### config.mk
export PLATFORM = sky130hd
export DESIGN_NAME = udcounter_193_driver
export DESIGN_NICKNAME = d
export VERILOG_FILES = /design/src/rtl/udcounter_193_driver.sv
export SDC_FILE = /design/constraint.sdc
export NUM_CORES = 1
export LEC_CHECK = 0
export ABC_AREA = 1
export BUFFER_PORTS_ARGS = -buffer_cell sky130_fd_sc_hd__buf_2
export CORE_MARGIN = 3
export CORE_UTILIZATION = 40
export CTS_BUF_LIST = sky130_fd_sc_hd__clkbuf_8
export DETAILED_ROUTE_END_ITERATION = 10
export GPL_TIMING_DRIVEN = 0
export SLEW_MARGIN = 20
export SYNTH_ARGS = -nofsm -noshare
export SYNTH_HDL_FRONTEND = slang
export SYNTH_SLANG_ARGS = --single-unit
### constraint.sdc
create_clock -name cp -period 3.75 [get_ports cp]
set_clock_uncertainty 0.1 [all_clocks]
set_input_delay 0.9375 -clock cp [delete_from_list [all_inputs] [get_ports cp]]
set_output_delay 0.9375 -clock cp [all_outputs]
set_load 0.005 [all_outputs]
### src/rtl/udcounter_193_driver.sv
// Drives the CPU/CPD/PL clock inputs of a 74xx193 counter chain with clean,
// programmable-width pulse trains and reports completion and terminal-count wrap.
module udcounter_193_driver #(
   parameter int WIDTH         = 12,
   parameter int LOW_CYCLES    = 1,
   parameter int HIGH_CYCLES   = 1,
   parameter int SETTLE_CYCLES = 2
) (
   input  logic             cp,
   input  logic             mr,
   input  logic             start,
   input  logic             dir,
   input  logic             load,
   input  logic [WIDTH-1:0] count,
   input  logic             abort,
   input  logic             tcu_in,
   input  logic             tcd_in,
   output logic             cpu,
   output logic             cpd,
   output logic             pl,
   output logic             busy,
   output logic             done,
   output logic             wrap,
   output logic [WIDTH-1:0] steps_done
);

   localparam int PW = 16;
   localparam logic [PW-1:0] LOW_LAST    = PW'(LOW_CYCLES - 1);
   localparam logic [PW-1:0] HIGH_LAST   = PW'(HIGH_CYCLES - 1);
   localparam logic [PW-1:0] SETTLE_LAST = PW'(SETTLE_CYCLES - 1);

   typedef enum logic [2:0] {IDLE, LOW, HIGH, SETTLE, DONE} state_t;

   state_t           state_q, state_d;
   logic [PW-1:0]    phase_q, phase_d;
   logic [WIDTH-1:0] count_q, count_d;
   logic [WIDTH-1:0] steps_q, steps_d;
   logic             dir_q, dir_d;
   logic             load_q, load_d;
   logic             abort_seen_q, abort_seen_d;
   logic             cpu_q, cpu_d;
   logic             cpd_q, cpd_d;
   logic             pl_q, pl_d;
   logic             busy_q, busy_d;
   logic             done_q, done_d;
   logic             wrap_q, wrap_d;

   always_comb begin
      state_d      = state_q;
      phase_d      = phase_q;
      count_d      = count_q;
      steps_d      = steps_q;
      dir_d        = dir_q;
      load_d       = load_q;
      abort_seen_d = abort_seen_q;
      // Terminal count is only meaningful while a count clock is actually low.
      wrap_d       = wrap_q | (!cpu_q && !tcu_in) | (!cpd_q && !tcd_in);

      case (state_q)
         IDLE: begin
            if (start && !done_q) begin
               dir_d        = dir;
               load_d       = load;
               count_d      = count;
               steps_d      = '0;
               wrap_d       = 1'b0;
               abort_seen_d = 1'b0;
               phase_d      = '0;
               if (load || count != '0)
                  state_d = LOW;
               else
                  state_d = (SETTLE_CYCLES == 0) ? DONE : SETTLE;
            end
         end
         LOW: begin
            abort_seen_d = abort_seen_q | abort;
            if (phase_q == LOW_LAST) begin
               phase_d = '0;
               steps_d = steps_q + WIDTH'(1);
               state_d = HIGH;
            end else begin
               phase_d = phase_q + PW'(1);
            end
         end
         HIGH: begin
            abort_seen_d = abort_seen_q | abort;
            if (phase_q == HIGH_LAST) begin
               phase_d = '0;
               if (load_q || steps_q == count_q || abort_seen_d) begin
                  state_d = (SETTLE_CYCLES == 0) ? DONE : SETTLE;
               end else begin
                  state_d      = LOW;
                  abort_seen_d = 1'b0;
               end
            end else begin
               phase_d = phase_q + PW'(1);
            end
         end
         SETTLE: begin
            if (phase_q == SETTLE_LAST) begin
               phase_d = '0;
               state_d = DONE;
            end else begin
               phase_d = phase_q + PW'(1);
            end
         end
         DONE:    state_d = IDLE;
         default: state_d = IDLE;
      endcase

      // Outputs follow the state one cycle later so every pin comes straight from a flop.
      cpu_d  = !(state_q == LOW && !load_q && dir_q);
      cpd_d  = !(state_q == LOW && !load_q && !dir_q);
      pl_d   = !(state_q == LOW && load_q);
      busy_d = (state_q == LOW) || (state_q == HIGH) || (state_q == SETTLE);
      done_d = (state_q == DONE);
   end

   always_ff @(posedge cp) begin
      if (!mr) begin
         state_q      <= IDLE;
         phase_q      <= '0;
         count_q      <= '0;
         steps_q      <= '0;
         dir_q        <= 1'b0;
         load_q       <= 1'b0;
         abort_seen_q <= 1'b0;
         cpu_q        <= 1'b1;
         cpd_q        <= 1'b1;
         pl_q         <= 1'b1;
         busy_q       <= 1'b0;
         done_q       <= 1'b0;
         wrap_q       <= 1'b0;
      end else begin
         state_q      <= state_d;
         phase_q      <= phase_d;
         count_q      <= count_d;
         steps_q      <= steps_d;
         dir_q        <= dir_d;
         load_q       <= load_d;
         abort_seen_q <= abort_seen_d;
         cpu_q        <= cpu_d;
         cpd_q        <= cpd_d;
         pl_q         <= pl_d;
         busy_q       <= busy_d;
         done_q       <= done_d;
         wrap_q       <= wrap_d;
      end
   end

   assign cpu        = cpu_q;
   assign cpd        = cpd_q;
   assign pl         = pl_q;
   assign busy       = busy_q;
   assign done       = done_q;
   assign wrap       = wrap_q;
   assign steps_done = steps_q;

endmodule

Yosys cells after proc, flatten, opt, wreduce, memory -nomap -nowiden:

Cells that the tools add are included.

* input port bits: 20
* output and inout bits: 18
* register bits: 52
* logic and storage cells: 82

* $add $sub $neg: 2
* bitwise logic cells: 3
* eq/ne operators: 10
* muxes and demuxes: 20
* reduce and logical (&&, ||, !) cells: 34

Operator list (number)
* 2-to-1 mux 16 bit: 3
* case mux 16 bit (3 select lines): 1
* 2-to-1 mux 12 bit: 2
* case mux 12 bit (2 select lines): 1
* adder 16 x 1 -> 16 bit (second input constant): 1
* equality test 16 x 1 -> 1 bit (second input constant): 1
* logical NOT 16 bit: 1
* adder 12 x 1 -> 12 bit (second input constant): 1
* equality test 12 bit: 1
* 2-to-1 mux 3 bit: 4
* case mux 3 bit (4 select lines): 1
* nonzero test 12 bit: 1
* logical NOT 1 bit: 10
* != test 2 bit (second input constant): 4
* logical AND 1 bit: 7
* equality test 3 x 2 -> 1 bit (second input constant): 2
* AND reduction 2 bit: 3
* nonzero test 3 bit: 2
* logical OR 1 bit: 5
* 2-to-1 mux 1 bit: 5
* 2-to-1 mux 2 bit: 2
* AND reduction 4 bit: 1
* equality test 3 x 1 -> 1 bit (second input constant): 1
* equality test 3 bit (second input constant): 1
* 6 further kinds: 8

Longest topological paths before layout:

* word-level depth: 6
* depth in mapped cells: 12
* gate-level depth less buffers: 12

Worst setup path before layout:

Ideal clock, no wire load.

* path type: input to register
* from: in start
* to: reg phase_q[11]
* cell stages on the path: 9
* path slack: 1.735 ns
* path buffers: 1
* library setup time: 0.070 ns
* data required time: 3.580 ns
* data arrival time: 1.845 ns
* cells stage by stage: inv_1 > nor2_1 > nand3_2 > nand2_1 > buf_6 > inv_2 > nor3_1 > o21ai_0 > a21oi_1

* word-level cells in the longest chain between the ends: 3

RTL lines
* from (decl): line 11 `input logic start,`
* logical AND 1 bit: line 61 `if (start && !done_q) begin`
* != test 2 bit (no source line)
* AND reduction 2 bit (no source line)
* to (signal assigned): line 136 `phase_q <= phase_d;`
* to (decl): line 35 `logic [PW-1:0] phase_q, phase_d;`

Every way passes these cells.
A chain may end at the register's enable or synchronous reset.

Final worst setup path:

Same ends and word-level chain as after synthesis.

==> summary.md <==
| Metric | Value |
|---|---|
| Hpwl dp | `5095 um` |
| Post-CTS setup buffer count | `0` |
| Chip height | `88.01 um` |
| Net Count, Synth | `422` |
| Fin crit period | `2.094 ns` |
| Port Buffer Count | `37` |
| Critical Path End Type | `flop` |
| Final WL | `6671 um` |
| Leakage | `1.324 nW` |
| Top Ports | `38` |
| WL per Instance | `12.83 um` |
| Max cap viols | `0` |
| Initial antenna violation count | `0` |
| Slew headroom | `0.6183` |
| CP Data Required Time | `3.89 ns` |
| Buf/Inv on CP | `4` |
| First-pass GRT wire length | `10900 um` |
| Pwr dens | `505.7 mW/mm2` |
| Max-slew violations | `0` |
| Crit Path Max Fanout | `10` |
| Crit Path Class | `input pin to flop` |
| Setup ws final | `1.656 ns` |
| Leading cell type in the layout, fill and taps excluded | `nand2_1` |
| # setup viols final | `0` |
| Die ar. | `0.007745 mm2` |
| Clock sinks | `52` |
| Hold Path Class | `flop to flop` |
| Dpl ws | `1.354 ns` |
| Cells along the critical path | `buf_2 > inv_1 > nor2_1 > nand3_2 > nand2_1 > buf_6 > inv_2 > nor3_1 > o21ai_0 > a21oi_1` |
| CP delay by family, top | `simple AND/OR/NAND/NOR gates` |
| Clk buf depth | `2` |
| Most frequent cells in the layout | `83 x nand2_1, 53 x nor2_1, 52 x dfxtp_1` |
| Largest net degree at the start of global routing | `17` |
| DR vias | `2606` |
| Status | `complete, no violations` |
| Post-CTS Hold Buffers | `0` |
| Placer's final routability congestion estimate | `0.8303` |
| Cts repair resizes | `0` |
| Grt ovf | `0` |
| VDD IR-drop max | `0.0003010 V` |
| Clock-pin slew on the worst setup and hold paths | `0.09 ns` |
| DRT iter0 DRCs | `147` |
| CP Launch Type | `input pin` |
| Max Clk Rate | `477.5 MHz` |
| Chip width | `88.01 um` |
| Clk Latency, worst-skew pair | `0.31 ns` |
| Register area share after synthesis | `0.3870` |
| Syn Std Cell Area | `0.002690 mm2` |
| FILL cells | `666` |
| Layout cells sized above 1 | `0.1558` |
| Layout area overhead | `14.60%` |
| YS warnings | `0` |
| Num rows | `29` |
| Root Driver | `clkbuf_8` |
| CTS tree | `done` |
| Residual DRC | `0` |
| CP peak stage delay | `0.19 ns` |
| Cells after synthesis | `398` |
| Core area | `0.006422 mm2` |
| Synth cell types | `32` |
| Num CTS Buffers | `5` |
| Number of global-route vias before repair | `2302` |
| Final Hold Vio Count | `0` |
| Setup TNS | `0 ns` |
| Layout Nets | `466` |
| Global Route Usage Sum | `0.1797` |
| Antenna Cells | `0` |
| Worst-margin pin slew | `0.5725 ns` |
| H-tree level count | `2` |
| Crit-path slowest cell | `nand2_1` |
| Final ANT Viol Nets | `0` |
| Initial Util | `0.4189` |
| RSZ-0062 raised after global routing | `false` |
| Syn_area_per_cell | `6.759 um2` |
| Worst EP arrival | `2.23 ns` |
| Period utilization | `0.5585` |
| PnR Total Power | `1.559 mW` |
| FF+latch count, synth | `52` |
| Via density | `5.012` |
| Drt pass-1 iters | `5` |
[synthesized netlist by cell type]
master	instances	area [um2]
nand4_1	8	50.05
o21ai_1	2	10.01
inv_1	50	187.7
and2_1	1	6.260
nor2_2	2	12.51
o21ai_0	26	130.1
dfxtp_1	52	1041
a21oi_1	34	170.2
nand3b_1	1	7.510
nor4_1	3	18.77
nor2_1	53	198.9
nand2_4	2	22.52
inv_2	5	18.77
nand3_1	21	105.1
a211oi_2	1	12.51
nand2_1	83	311.6
o22ai_1	1	6.260
xor2_1	3	26.28
xnor2_1	4	35.03
nor2_4	1	11.26
clkbuf_1	5	18.77
o21ai_2	1	8.760
nor3_1	19	95.09
ha_1	4	50.05
nand2_2	4	25.02
buf_6	1	11.26
o211ai_1	2	15.01
and3_1	2	12.51
inv_6	1	8.760
nand4_2	1	12.51
nor3_2	2	20.02
nand3_2	3	30.03
[path summary, 6_finish.rpt]
kind | from | to | slack (ns) | cells past startpoint
worst max register to register | phase_q[0]$_SDFFE_PN0P_ | phase_q[14]$_SDFFE_PN0P_ | 1.92 | 8
worst max-delay path | start | phase_q[11]$_SDFFE_PN0P_ | 1.66 | 10
worst min register to register | dir_q$_SDFFE_PN0P_ | cpu$_SDFF_PN1_ | 0.32 | 1
worst min-delay path | dir_q$_SDFFE_PN0P_ | cpu$_SDFF_PN1_ | 0.32 | 1
[metrics by stage]
stage	instances	hold slack, ns	cell area (um2)	utilization
final	520	0.3218	3083	0.4800
after global routing	520	0.3525	3083	0.4800
after CTS	520	0.3262	3083	0.4800
after detailed placement	512	0.3025	2972	0.4627
after global placement	512	0.3001	2972	0.4627
after floorplan	398	0.2909	2690	-
[cells by family after synthesis]
family	synth area share
and+or+nand+nor	0.3493
AOI/OAI and AO/OA	0.1312
buffers and inverters	0.09116
DFF	0.3870
xor gates and xnor gates	0.02279
adders and majority gates	0.01861
[state kept, by name, indices dropped and copies added, names as in the netlist]
signal        count
busy              1
wrap              1
state_q           3
done              1
pl                1
cpu               1
load_q            1
count_q          12
cpd               1
steps_done       12
phase_q          16
abort_seen_q      1
dir_q             1
[area by class of cell]
type / instances / area, um2 / share of cell area
plain buffers: 6 / 30.03 / 0.009740
clock buffers: 5 / 68.82 / 0.02232
clock inverters: 3 / 42.54 / 0.01380
inverters: 56 / 215.2 / 0.06980
multi-input cells: 284 / 1404 / 0.4554
flip-flops and latches: 52 / 1041 / 0.3377
well taps: 77 / 96.34 / 0.03125
repair buffers: 37 / 185.2 / 0.06007
[layer usage]
layer / up-vias / GRT usage / share of wire
met3: 6 / 0.03857 / 0.048
met1: 1171 / 0.2672 / 0.51
met5: - / 0 / 0
li1: 1377 / - / -
met4: 0 / 0.04742 / 0.014
met2: 52 / 0.2616 / 0.43
[power breakdown]
part	switching, mW	internal [mW]
clock	0.189	0.198
combinational	0.350	0.159
sequential	0.0461	0.617
Note: power is estimated with default switching activity, not from simulation.
